**src/rtl/pipelined_cla_adder.sv**
```systemverilog
// pipelined_cla_adder: two-stage pipelined carry-lookahead adder/subtractor.
// Stage 1 registers the operands with per-group propagate/generate. Stage 2
// resolves the group carries, then the in-group carries, sum and flags.
// Valid/ready handshake on both sides; in_ready is combinational from out_ready.
// Optional feature: define CLA_SAT_EN to add the Sat input (signed saturation).
module pipelined_cla_adder #(
  parameter int WIDTH = 16,
  parameter int GROUP = 4
) (
  input  logic             Clk,
  input  logic             Reset_n,
  input  logic             in_valid,
  output logic             in_ready,
  input  logic [WIDTH-1:0] A,
  input  logic [WIDTH-1:0] B,
  input  logic             Cin,
  input  logic             Sub,
`ifdef CLA_SAT_EN
  input  logic             Sat,
`endif
  output logic             out_valid,
  input  logic             out_ready,
  output logic [WIDTH-1:0] Sum,
  output logic             CO,
  output logic             OV,
  output logic             Z
);

  localparam int NG = WIDTH / 4;

  if ((WIDTH % 4) != 0 || WIDTH < 4) begin : g_bad_width
    $error("pipelined_cla_adder: WIDTH must be a multiple of 4 and at least 4");
  end
  if (GROUP != 4) begin : g_bad_group
    $error("pipelined_cla_adder: GROUP must be 4");
  end

  // Stage 1 operand preparation
  logic [WIDTH-1:0] w_b_eff, w_p, w_g;
  logic             w_c_eff;
  logic [NG-1:0]    w_gp, w_gg;
  logic             w_adv, w_accept;

  // Stage 1 registers
  logic             r_s1_valid;
  logic [WIDTH-1:0] r_s1_a, r_s1_b;
  logic             r_s1_c, r_s1_a_msb, r_s1_b_msb;
  logic [NG-1:0]    r_s1_gp, r_s1_gg;
`ifdef CLA_SAT_EN
  logic             r_s1_sat;
`endif

  // Stage 2 combinational
  logic [WIDTH-1:0] w_s2_p, w_s2_g, w_bc, w_sum, w_res;
  logic [NG:0]      w_gc;
  logic             w_ov;

  // Output registers
  logic             r_out_valid;
  logic [WIDTH-1:0] r_sum;
  logic             r_co, r_ov, r_z;

  assign w_b_eff  = Sub ? ~B : B;
  assign w_c_eff  = Sub ? ~Cin : Cin;
  assign w_p      = A ^ w_b_eff;
  assign w_g      = A & w_b_eff;

  assign w_adv    = !r_out_valid || out_ready;
  assign in_ready = !r_s1_valid || w_adv;
  assign w_accept = in_valid && in_ready;

  // Per-group propagate (AND of bit propagates) and group generate
  always_comb begin
    w_gp = '0;
    w_gg = '0;
    for (int unsigned k = 0; k < NG; k++) begin
      w_gp[k] = &w_p[4*k +: 4];
      w_gg[k] = w_g[4*k+3]
              | (w_p[4*k+3] & w_g[4*k+2])
              | (w_p[4*k+3] & w_p[4*k+2] & w_g[4*k+1])
              | (w_p[4*k+3] & w_p[4*k+2] & w_p[4*k+1] & w_g[4*k]);
    end
  end

  // Stage 1: capture a beat on accept, empty when drained into the output stage
  always_ff @(posedge Clk or negedge Reset_n) begin
    if (!Reset_n) begin
      r_s1_valid <= 1'b0;
      r_s1_a     <= '0;
      r_s1_b     <= '0;
      r_s1_c     <= 1'b0;
      r_s1_a_msb <= 1'b0;
      r_s1_b_msb <= 1'b0;
      r_s1_gp    <= '0;
      r_s1_gg    <= '0;
`ifdef CLA_SAT_EN
      r_s1_sat   <= 1'b0;
`endif
    end else if (w_accept) begin
      r_s1_valid <= 1'b1;
      r_s1_a     <= A;
      r_s1_b     <= w_b_eff;
      r_s1_c     <= w_c_eff;
      r_s1_a_msb <= A[WIDTH-1];
      r_s1_b_msb <= w_b_eff[WIDTH-1];
      r_s1_gp    <= w_gp;
      r_s1_gg    <= w_gg;
`ifdef CLA_SAT_EN
      r_s1_sat   <= Sat;
`endif
    end else if (w_adv) begin
      r_s1_valid <= 1'b0;
    end
  end

  assign w_s2_p = r_s1_a ^ r_s1_b;
  assign w_s2_g = r_s1_a & r_s1_b;

  // Group carries from the registered group propagate/generate
  always_comb begin
    w_gc    = '0;
    w_gc[0] = r_s1_c;
    for (int unsigned k = 0; k < NG; k++) begin
      w_gc[k+1] = r_s1_gg[k] | (r_s1_gp[k] & w_gc[k]);
    end
  end

  // In-group bit carries with the 4-bit lookahead equations
  always_comb begin
    w_bc = '0;
    for (int unsigned k = 0; k < NG; k++) begin
      w_bc[4*k]   = w_gc[k];
      w_bc[4*k+1] = w_s2_g[4*k] | (w_s2_p[4*k] & w_gc[k]);
      w_bc[4*k+2] = w_s2_g[4*k+1]
                  | (w_s2_p[4*k+1] & w_s2_g[4*k])
                  | (w_s2_p[4*k+1] & w_s2_p[4*k] & w_gc[k]);
      w_bc[4*k+3] = w_s2_g[4*k+2]
                  | (w_s2_p[4*k+2] & w_s2_g[4*k+1])
                  | (w_s2_p[4*k+2] & w_s2_p[4*k+1] & w_s2_g[4*k])
                  | (w_s2_p[4*k+2] & w_s2_p[4*k+1] & w_s2_p[4*k] & w_gc[k]);
    end
  end

  assign w_sum = w_s2_p ^ w_bc;
  assign w_ov  = (r_s1_a_msb == r_s1_b_msb) && (w_sum[WIDTH-1] != r_s1_a_msb);

`ifdef CLA_SAT_EN
  // Positive overflow only happens with A non-negative, so A's sign picks the rail
  assign w_res = (r_s1_sat && w_ov) ? {r_s1_a_msb, {(WIDTH-1){~r_s1_a_msb}}} : w_sum;
`else
  assign w_res = w_sum;
`endif

  // Output stage: load from stage 1 when empty or being consumed, else hold
  always_ff @(posedge Clk or negedge Reset_n) begin
    if (!Reset_n) begin
      r_out_valid <= 1'b0;
      r_sum       <= '0;
      r_co        <= 1'b0;
      r_ov        <= 1'b0;
      r_z         <= 1'b0;
    end else if (w_adv) begin
      r_out_valid <= r_s1_valid;
      if (r_s1_valid) begin
        r_sum <= w_res;
        r_co  <= w_gc[NG];
        r_ov  <= w_ov;
        r_z   <= (w_res == '0);
      end
    end
  end

  assign out_valid = r_out_valid;
  assign Sum       = r_sum;
  assign CO        = r_co;
  assign OV        = r_ov;
  assign Z         = r_z;

endmodule
```
**config.mk**
```make
export PLATFORM = sky130hd
export DESIGN_NAME = pipelined_cla_adder
export DESIGN_NICKNAME = d
export VERILOG_FILES = /design/src/rtl/pipelined_cla_adder.sv
export SDC_FILE = /design/constraint.sdc
export NUM_CORES = 1
export LEC_CHECK = 0
export BUFFER_PORTS_ARGS = -buffer_cell sky130_fd_sc_hd__clkbuf_2
export CAP_MARGIN = 20
export CORE_MARGIN = 2
export CORE_UTILIZATION = 40
export DETAILED_ROUTE_END_ITERATION = 16
export PLACE_DENSITY = 0.67
export SLEW_MARGIN = 20
export SYNTH_ARGS = -nofsm -noshare
export SYNTH_HDL_FRONTEND = slang
export SYNTH_SLANG_ARGS = --single-unit
```
**constraint.sdc**
```tcl
create_clock -name Clk -period 2.7 [get_ports Clk]
set_input_delay 0.81 -clock Clk [delete_from_list [all_inputs] [get_ports Clk]]
set_output_delay 0.81 -clock Clk [all_outputs]
set_load 0.01 [all_outputs]
```
== Word level (Yosys, flattened, before mapping) ==
Index checks and enable logic that the tools add are counted.

* Register bits: 64
* Bits of input ports: 38
* Word-level logic and storage cells: 139

* Equality and inequality tests: 2
* Muxes and demuxes: 4
* Bitwise operators: 107
* Reduce and logical (&&, ||, !) cells: 13

{| class="wikitable"
|+ Operators by type and width
! kind !! count
|-
| AND 1 bit || 60
|-
| bitwise XOR 16 bit || 3
|-
| bitwise OR 1 bit || 40
|-
| AND 16 bit || 1
|-
| logical NOT 16 bit || 1
|-
| 2-to-1 mux 16 bit || 1
|-
| inverter 16 bit || 1
|-
| AND reduction 4 bit || 4
|-
| AND 15 bit || 1
|-
| 2-to-1 mux 1 bit || 3
|-
| logical AND 1 bit || 2
|-
| logical NOT 1 bit || 2
|-
| logical OR 1 bit || 2
|-
| AND reduction 2 bit || 1
|-
| nonzero test 2 bit || 1
|-
| == test 1 bit || 1
|-
| != test 1 bit || 1
|-
| inverter 1 bit || 1
|}

== Logic depth before layout (Yosys ltp) ==
Gate-level depths: netlist of the first run.

* Word-level depth: 11
* Depth in mapped cells: 9
* Mapped depth without buffers: 9

== Worst setup path before layout of the first run ==
Ideal clock, no wire load.

* Kind: input to register
* Start: input port Sub
* End: register r_s1_gg[3]
* Arrival: 2.237 ns
* Data required time: 2.566 ns
* Path slack: 0.329 ns
* Stages: 8
* Path through: buf_2 buf_2 xor2_1 ha_1 a21o_1 a21o_1 a21oi_1 o21ai_0

* Elaborated cells between the ends (all ways): 11
* Those cells by class: mux (1); bitwise (10)

{| class="wikitable"
|+ RTL lines
! element !! RTL line !! RTL
|-
| from (decl) || 17 || <nowiki>input logic Sub,</nowiki>
|-
| 2-to-1 mux 16 bit * || 63 || <nowiki>assign w_b_eff = Sub ? ~B : B;</nowiki>
|-
| net w_b_eff[13] || 39 || <nowiki>logic [WIDTH-1:0] w_b_eff, w_p, w_g;</nowiki>
|-
| AND 16 bit or bitwise XOR 16 bit (tied branches) || 66, 65 ||
|-
| AND 1 bit, on equally long branches || 80, 81 ||
|-
| bitwise OR 1 bit or AND 1 bit (tied branches) || 80, 81 ||
|-
| bitwise OR 1 bit * || 81 || <nowiki>| (w_p[4*k+3] & w_p[4*k+2] & w_p[4*k+1] & w_g[4*k]);</nowiki>
|-
| to (signal assigned) || 107 || <nowiki>r_s1_gg <= w_gg;</nowiki>
|-
| to (decl) || 48 || <nowiki>logic [NG-1:0] r_s1_gp, r_s1_gg;</nowiki>
|}

The timed path passes the listed nets; every way through them passes the cells marked *.
A chain may end at the register's enable or synchronous reset.

== Worst setup path in the final report of the first run ==
* Start: register r_s1_c
* End: register r_z (netlist: Z)

* Elaborated cells between the ends (all ways): 32
* Those cells by class: bitwise (31); reduce/logical (1)

{| class="wikitable"
|+ RTL lines
! element !! RTL line !! RTL
|-
| from (decl) || 47 || <nowiki>logic r_s1_c, r_s1_a_msb, r_s1_b_msb;</nowiki>
|-
| from (signal assigned) || 103 || <nowiki>r_s1_c <= w_c_eff;</nowiki>
|-
| AND 1 bit || 124 || <nowiki>w_gc[k+1] = r_s1_gg[k] | (r_s1_gp[k] & w_gc[k]);</nowiki>
|-
| bitwise OR 1 bit || 124 ||
|-
| AND 1 bit || 124 ||
|-
| bitwise OR 1 bit || 124 ||
|-
| AND 1 bit || 124 ||
|-
| bitwise OR 1 bit || 124 ||
|-
| bitwise XOR 16 bit || 144 || <nowiki>assign w_sum = w_s2_p ^ w_bc;</nowiki>
|-
| net w_res[12] || 54 || <nowiki>logic [WIDTH-1:0] w_s2_p, w_s2_g, w_bc, w_sum, w_res;</nowiki>
|-
| logical NOT 16 bit || 168 || <nowiki>r_z <= (w_res == '0);</nowiki>
|-
| to (signal assigned) || 168 ||
|-
| to (decl) || 61 || <nowiki>logic r_co, r_ov, r_z;</nowiki>
|}

The timed path passes the listed nets, and every way through them passes these cells.

==> results of run 1 <==
-- cell usage in the layout (no fill, tap or decap), types with 2 or more instances in the layout --
master    count
o21bai_1      2
a31oi_1       2
ha_1         28
buf_4         7
clkbuf_8      9
nand2b_1      3
xnor2_1      12
clkbuf_2     58
fa_1          4
clkbuf_1      4
a211o_1       2
inv_1         4
o21ai_0      22
nor2_1        7
clkinv_2      2
nand4_1       5
dfrtp_1      62
a21oi_1      12
mux2_2       34
a21o_1       10
xor2_1       20
nand2_1      27
-- sequential cells by signal, summed over array words and instances (netlist names) --
| signal | flops |
|---|---|
| r_s1_gp | 4 |
| out_valid | 1 |
| r_s1_gg | 4 |
| r_s1_a | 16 |
| r_s1_b | 16 |
| r_s1_valid | 1 |
| Sum | 16 |
| OV | 1 |
| CO | 1 |
| r_s1_c | 1 |
| Z | 1 |
-- cells in the mapped netlist, drive strengths merged (3+ instances only) --
| library cell | count |
|---|---|
| dfrtp | 62 |
| mux2 | 35 |
| ha | 28 |
| nand2 | 28 |
| o21ai | 23 |
| xor2 | 20 |
| a21oi | 13 |
| xnor2 | 12 |
| a21o | 11 |
| nor2 | 7 |
| buf | 5 |
| clkbuf | 5 |
| nand4 | 5 |
| fa | 4 |
| inv | 4 |
| nand2b | 3 |
-- worst max-delay path by stage --
| stage | startpoint | endpoint | slack, ns | cells after the start |
|---|---|---|---|---|
| final | r_s1_c | Z | 0.14 | 9 |
| after global routing | r_s1_c | Z | -0.06 | 9 |
| after CTS | r_s1_c | Z | 0.12 | 9 |
| after detailed placement | r_s1_c | Z | 0.15 | 9 |
| after floorplan | Sub | r_s1_gg[3] | 0.33 | 8 |
| after global placement | r_s1_c | Z | 0.23 | 9 |
-- kinds of logic after synthesis --
logic type | after synthesis | share of synthesized area [%]
buffers and inverters | 14 | 1.764
and+or+nand+nor | 51 | 7.245
AOI/OAI and AO/OA | 60 | 11.30
muxes | 35 | 11.82
adders and majority gates | 32 | 12.91
DFF | 62 | 46.55
xor gates and xnor gates | 32 | 8.408
-- worst max-delay path: cells and delay by family, from the launching register on --
kind            cells  cell delay, ns
simple gates        4            0.76
fa+ha+maj           1            0.47
compound gates      4            0.81
flops               1            0.43
-- power by group --
group / switching [mW] / internal (mW)
Sequential: 0.155 / 1.16
Combinational: 0.575 / 0.519
Clock: 0.331 / 0.326
Total: 1.06 / 2.01
-- area by class of cell --
type	count	area, sq um
Multi-Input combinational cell	210	1739
Sequential cell	62	1551
Fill cell	776	4185
Inverter	4	15.01
Timing Repair Buffer	66	362.8
Clock inverter	2	10.01
Clock buffer	13	138.9
Tap cell	105	131.4
-- metal layers --
layer  vias up  share of wire [%]  wire, um
met5         -                  0         0
met4         0                2.4       153
met3        11                4.3       275
met2        53                 45      2860
met1      1081                 49      3118
li1       1144                  -         -
-- stage by stage --
stage / cells / hold slack, ns / util (%) / instance area [sq um]
2_1_floorplan: 286 / 0.4502 / - / 3333
3_3_place_gp: 445 / 0.4623 / 46.36 / 3771
3_5_place_dp: 445 / 0.4713 / 46.36 / 3771
4_1_cts: 460 / 0.4858 / 48.19 / 3920
5_1_grt: 462 / 0.4990 / 48.55 / 3949
6_report: 462 / 0.4791 / 48.55 / 3949
-- what timing repair did --
item,in CTS,in global routing
setup buffers,0,2
endpoints found under the setup margin,0,1
gates resized for setup,0,2
hold endpoints to repair,0,0
==> impl_results.md, run 1 <==
- Die Y: 95.29 um
- Slew margin rel.: 51.01%
- Dpl ws: 0.1517 ns
- Met1 usage: 21.65%
- R2R Setup Slk: 0.14 ns
- Reg-to-reg startpoint: r_s1_c
- Max capacitance violation total: 0
- Rows: 33
- Inserted Clock Buffers: 9
- Critical Path RT: 2.95 ns
- Clock-pin transition on the worst setup and hold timing paths: 0.06 ns
- Hold_sp: Sum[7]
- Die area: 9079 sq um
- Global-route wire length before repair: 10750 um
- Core ar.: 8134 sq um
- TNS Setup: 0 ns
- Post-synth top area share: 46.55%
- Syn_area_per_cell: 11.65 sq um
- Tmin final: 2.563 ns
- M3 GR Usage: 3.004%
- DP HPWL: 5037 um
- Final WS setup: 0.1369 ns
- Final WL: 6408 um
- Seq/Total Area, Yosys: 46.55%
- GR Overflow Total: 0
- Worst r2r dst: Z
- Final hold vios: 0
- Power per standard cell area: 776.3 nW/um^2
- Worst setup SP type: flip-flop
- Total track usage: 15.48%
- Top_reg_cell synth: dfrtp_1
- CTS tree: built
- Count of distinct cell types in the synthesized netlist: 38
- CTS root buffer: clkbuf_8
- Cells after Synth: 286
- CP Data Arrival Time: 2.81 ns
- Crit. End Element: flip-flop
- Post-synthesis async set-or-reset flop share: 100.0%
- Via total after detailed routing: 2289
- Worst path max stage delay: 0.47 ns
- Via density: 4.955
- Clock Tree Buf Depth: 2
- CTS sink cnt: 62
- Drt initial violations: 78
- Yosys top cell by area: dfrtp_1
- N_diodes: 0
- Slowest stage cell, crit path: fa_1
- Total Power: 3.065 mW
- Number of global-route vias before repair: 2292
- WS Path Type: flip-flop to flip-flop
- Max Fclk: 390.2 MHz
- Hold path depth: 2
- Hold WC Path Type: flip-flop to flip-flop
- GR peak layer: met2
- Io pins: 59
- Net Count, Synth: 356
- #FFs+latches synth: 62
- Largest cells by area after synthesis: dfrtp_1 47%, mux2_2 11%, ha_1 11%
- Area Overhead vs Synth: 18.47%
- # setup viols final: 0
- Pins Over Slew Limit: 0
- Grt met2 use: 22.77%
- Total iterations of the first detailed-routing run: 4
- Starting Density: 40.98%
- Worst-Skew Late Latency: 0.33 ns
- Critical-path cell list: a21o_1, a21oi_4, o21bai_1, fa_1, nor4b_2, and4b_1, nand4_1, nand4bb_1, o31ai_2
- Worst slew pin tran: 0.7349 ns
- Status: complete, no violations
- Wire length per cell: 13.87 um
- Nets@finish: 423
- Number of synthesized flops with an enable pin: 0
- Die Span X: 95.29 um
- Leakage: 1.897 nW
- Drt drc: 0
- Worst Skew: 0.007806 ns
- Tcrit/Tclk final: 94.93%
- Synthesis warning total: 0
- CP Max Fanout: 5
- R2R depth: 9
- Initial antenna violation count: 0
- Largest net degree at the start of global routing: 52
- H-tree levels: 3
- Maximum VDD drop: 241.4 uV
- Fraction of final layout cells sized beyond drive strength 1: 32.77%
- Hold_buf cts: 0
- PortBufs: 58
- Hold Path Sink: Sum[7]
- Placer Congestion: 0.8246
- Mapped cell area: 3333 sq um
- Antenna-violating nets left: 0
Note: power is estimated with default switching activity, not from simulation.
==> inputs of run 2 (changes only) <==
--- a/config.mk
+++ b/config.mk
@@ -5,6 +5,7 @@
 export SDC_FILE = /design/constraint.sdc
 export NUM_CORES = 1
 export LEC_CHECK = 0
+export ABC_AREA = 1
 export BUFFER_PORTS_ARGS = -buffer_cell sky130_fd_sc_hd__clkbuf_2
 export CAP_MARGIN = 20
 export CORE_MARGIN = 2
==> impl_results.md, run 2 <==
- Status: complete, no violations
- Tcrit/Tclk final: 80.73% (-14 points)
- CTS tree: built
- Filler cell count: 875 (+13%)
- Drt initial violations: 146 (+87%)
- Largest cells by area after synthesis: dfrtp_1 45%, nand2_1 18%, ha_1 10%
- Net Count, Synth: 486 (+37%)
- Seq/Total Area, Yosys: 44.56% (-2.0 points)
- Worst setup SP type: flip-flop
- Top_reg_cell synth: dfrtp_1
- Syn_area_per_cell: 8.370 sq um (-28%)
- Antenna-violating nets left: 0 (unchanged)
- CTS root buffer: clkbuf_8
- Count of distinct cell types in the synthesized netlist: 28 (-26%)
- R2R depth: 15 (+6)
- Critical Path RT: 2.98 ns (+0.03 ns)
- Number of synthesized flops with an enable pin: 0 (unchanged)
- Pins Over Slew Limit: 0 (unchanged)
- Final hold vios: 0 (unchanged)
- #FFs+latches synth: 62 (unchanged)
- Rows: 34 (+3.0%)
- Maximum VDD drop: 249.9 uV (+3.5%)
- Post-synthesis async set-or-reset flop share: 100.0% (unchanged)
- CTS sink cnt: 62 (unchanged)
- WS Path Type: flip-flop to flip-flop
- CP Max Fanout: 4 (-1)
- Global-route wire length before repair: 12450 um (+16%)
- Power per standard cell area: 762.8 nW/um^2 (-1.7%)
- N_diodes: 0 (unchanged)
- GR Overflow Total: 0 (unchanged)
- Nets@finish: 547 (+29%)
- Hold WC Path Type: input port to async pin
- Wire length per cell: 12.01 um (-13%)
- Inserted Clock Buffers: 9 (unchanged)
- Most frequent cell after synthesis: nand2_1
- RSZ-0062 raised after global routing: no
- Via total after detailed routing: 2795 (+22%)
- Core ar.: 8593 sq um (+5.6%)
- DP HPWL: 5414 um (+7.5%)
- Grt met2 use: 24.36% (+1.6 points)
- Fraction of final layout cells sized beyond drive strength 1: 17.43% (-15 points)
- Worst-Skew Late Latency: 0.34 ns (about the same)
- Cells after Synth: 416 (+45%)
- PortBufs: 58 (unchanged)
- Total track usage: 16.11% (+0.63 points)
- Hold_buf cts: 0 (unchanged)
- Most common cell after layout, fill and taps aside: nand2_1
- Number of global-route vias before repair: 2712 (+18%)
- Die area: 9467 sq um (+4.3%)
- M3 GR Usage: 4.101% (+1.1 points)
- Mapped cell area: 3482 sq um (+4.5%)
- Crit. End Element: flip-flop
- Drt drc: 0 (unchanged)
- Placer Congestion: 0.8032 (-2.6%)
- Starting Density: 40.52% (-0.46 points)
- Leading cell types in the layout, fill and taps excluded: 171 x nand2_1, 62 x dfrtp_1, 58 x clkbuf_2, 28 x ha_1, 27 x inv_1
- Via density: 4.737 (-4.4%)
- Leakage: 2.236 nW (+18%)
- Tmin final: 2.180 ns (-0.3834 ns)
- Postcts setup bufs: 0 (unchanged)
- Final WL: 7083 um (+11%)
- Worst slew pin tran: 0.5281 ns (-0.2068 ns)
- GR peak layer: met2
- Max Fclk: 458.8 MHz (+18%)
- Post-synth top area share: 44.56% (-2.0 points)
- # setup viols final: 0 (unchanged)
- Final WS setup: 0.5204 ns (+0.3834 ns)
- CP Data Arrival Time: 2.46 ns (-0.35 ns)
- Io pins: 59 (unchanged)
- Post-CTS resize count: 0 (unchanged)
- Yosys top cell by area: dfrtp_1
- Commonest cells in the netlist: 171 x nand2_1, 62 x dfrtp_1, 28 x ha_1
- Slew margin rel.: 64.74% (+14 points)
- Largest net degree at the start of global routing: 63 (+21%)
- TNS Setup: 0 ns (unchanged)
- Die Span X: 97.30 um (+2.1%)
- Worst Skew: 0.008708 ns (+0.0009026 ns)
- Area Overhead vs Synth: 16.53%
- Clock Tree Buf Depth: 2 (unchanged)
- Dpl ws: 0.1904 ns (+0.03864 ns)
- Initial antenna violation count: 0 (unchanged)
- Clock-pin transition on the worst setup and hold timing paths: 0.06 ns (about the same)
- Die Y: 97.30 um (+2.1%)
- H-tree levels: 3 (unchanged)
- Met1 usage: 22.51% (+0.86 points)
- Max capacitance violation total: 0 (unchanged)
- Synthesis warning total: 0 (unchanged)
- Total iterations of the first detailed-routing run: 4 (unchanged)
## run 2: cells by family (layout without fill, tap and decap cells)
| family | count (synthesis) | after routing | synth area share (%) |
|---|---|---|---|
| and+or+nand+nor | 213 | 213 | 24.58 |
| DFF | 62 | 62 | 44.56 |
| AOI/OAI and AO/OA | 45 | 45 | 7.906 |
| buffers and inverters | 42 | 108 | 5.066 |
| adders and majority gates | 32 | 32 | 12.36 |
| xor gates and xnor gates | 22 | 22 | 5.534 |
## run 2: report_power, final
part	internal, mW	leakage (nW)	switching [mW]
Clock	0.353	0.0861	0.351
Sequential	1.16	0.754	0.141
Combinational	0.440	1.39	0.654
Total	1.95	2.24	1.14
## run 2: area by class of cell
class                      count  area, sq um  area share [%]
clock buffer                  12        145.1           3.577
clock inverter                 4        22.52          0.5550
inverter                      29        108.9           2.683
multi-input combinational    312         1754           43.23
sequential                    62         1551           38.24
tap                          108        135.1           3.330
timing repair buffer          63        340.3           8.387
## run 2: stage by stage
stage / power (mW) / cells / area, sq um / utilization (%) / hold slack (ns)
6_report: 3.095 / 590 / 4058 / 47.22 / 0.4687
3_5_place_dp: 2.418 / 574 / 3890 / 45.27 / 0.4672
5_1_grt: 3.368 / 590 / 4058 / 47.22 / 0.5006
3_3_place_gp: 2.378 / 574 / 3890 / 45.27 / 0.4617
4_1_cts: 3.130 / 590 / 4058 / 47.22 / 0.4697
2_1_floorplan: 2.034 / 416 / 3482 / - / 0.4530
## run 2: worst paths after layout
path / startpoint / endpoint / slack, ns
max: r_s1_gp[0] / Z / 0.52
min: Reset_n / r_s1_gp[0] / 0.47
max reg2reg: r_s1_gp[0] / Z / 0.52
min reg2reg: Sum[0] / Sum[0] / 0.48
max in group asynchronous: Reset_n / Z / 1.97
min in group Clk: Sum[0] / Sum[0] / 0.48
## run 2: routing by layer
metal | routed length, um | vias up
li1 | - | 1465
met1 | 3536 | 1262
met2 | 3082 | 57
met3 | 341 | 11
met4 | 123 | 0
met5 | 0 | -
## run 2: critical path, cell delays in order (launching register included)
cell	delay, ns
dfrtp_1	0.35
nand2_1	0.07
nand2_2	0.11
nand2_1	0.07
nand2_2	0.11
inv_1	0.06
fa_1	0.51
nor3b_1	0.23
nand2_1	0.07
nor2_1	0.08
nand2_1	0.05
nor2_1	0.08
nand3_1	0.10
nor2_1	0.11
nand3_1	0.07
nand2_1	0.05
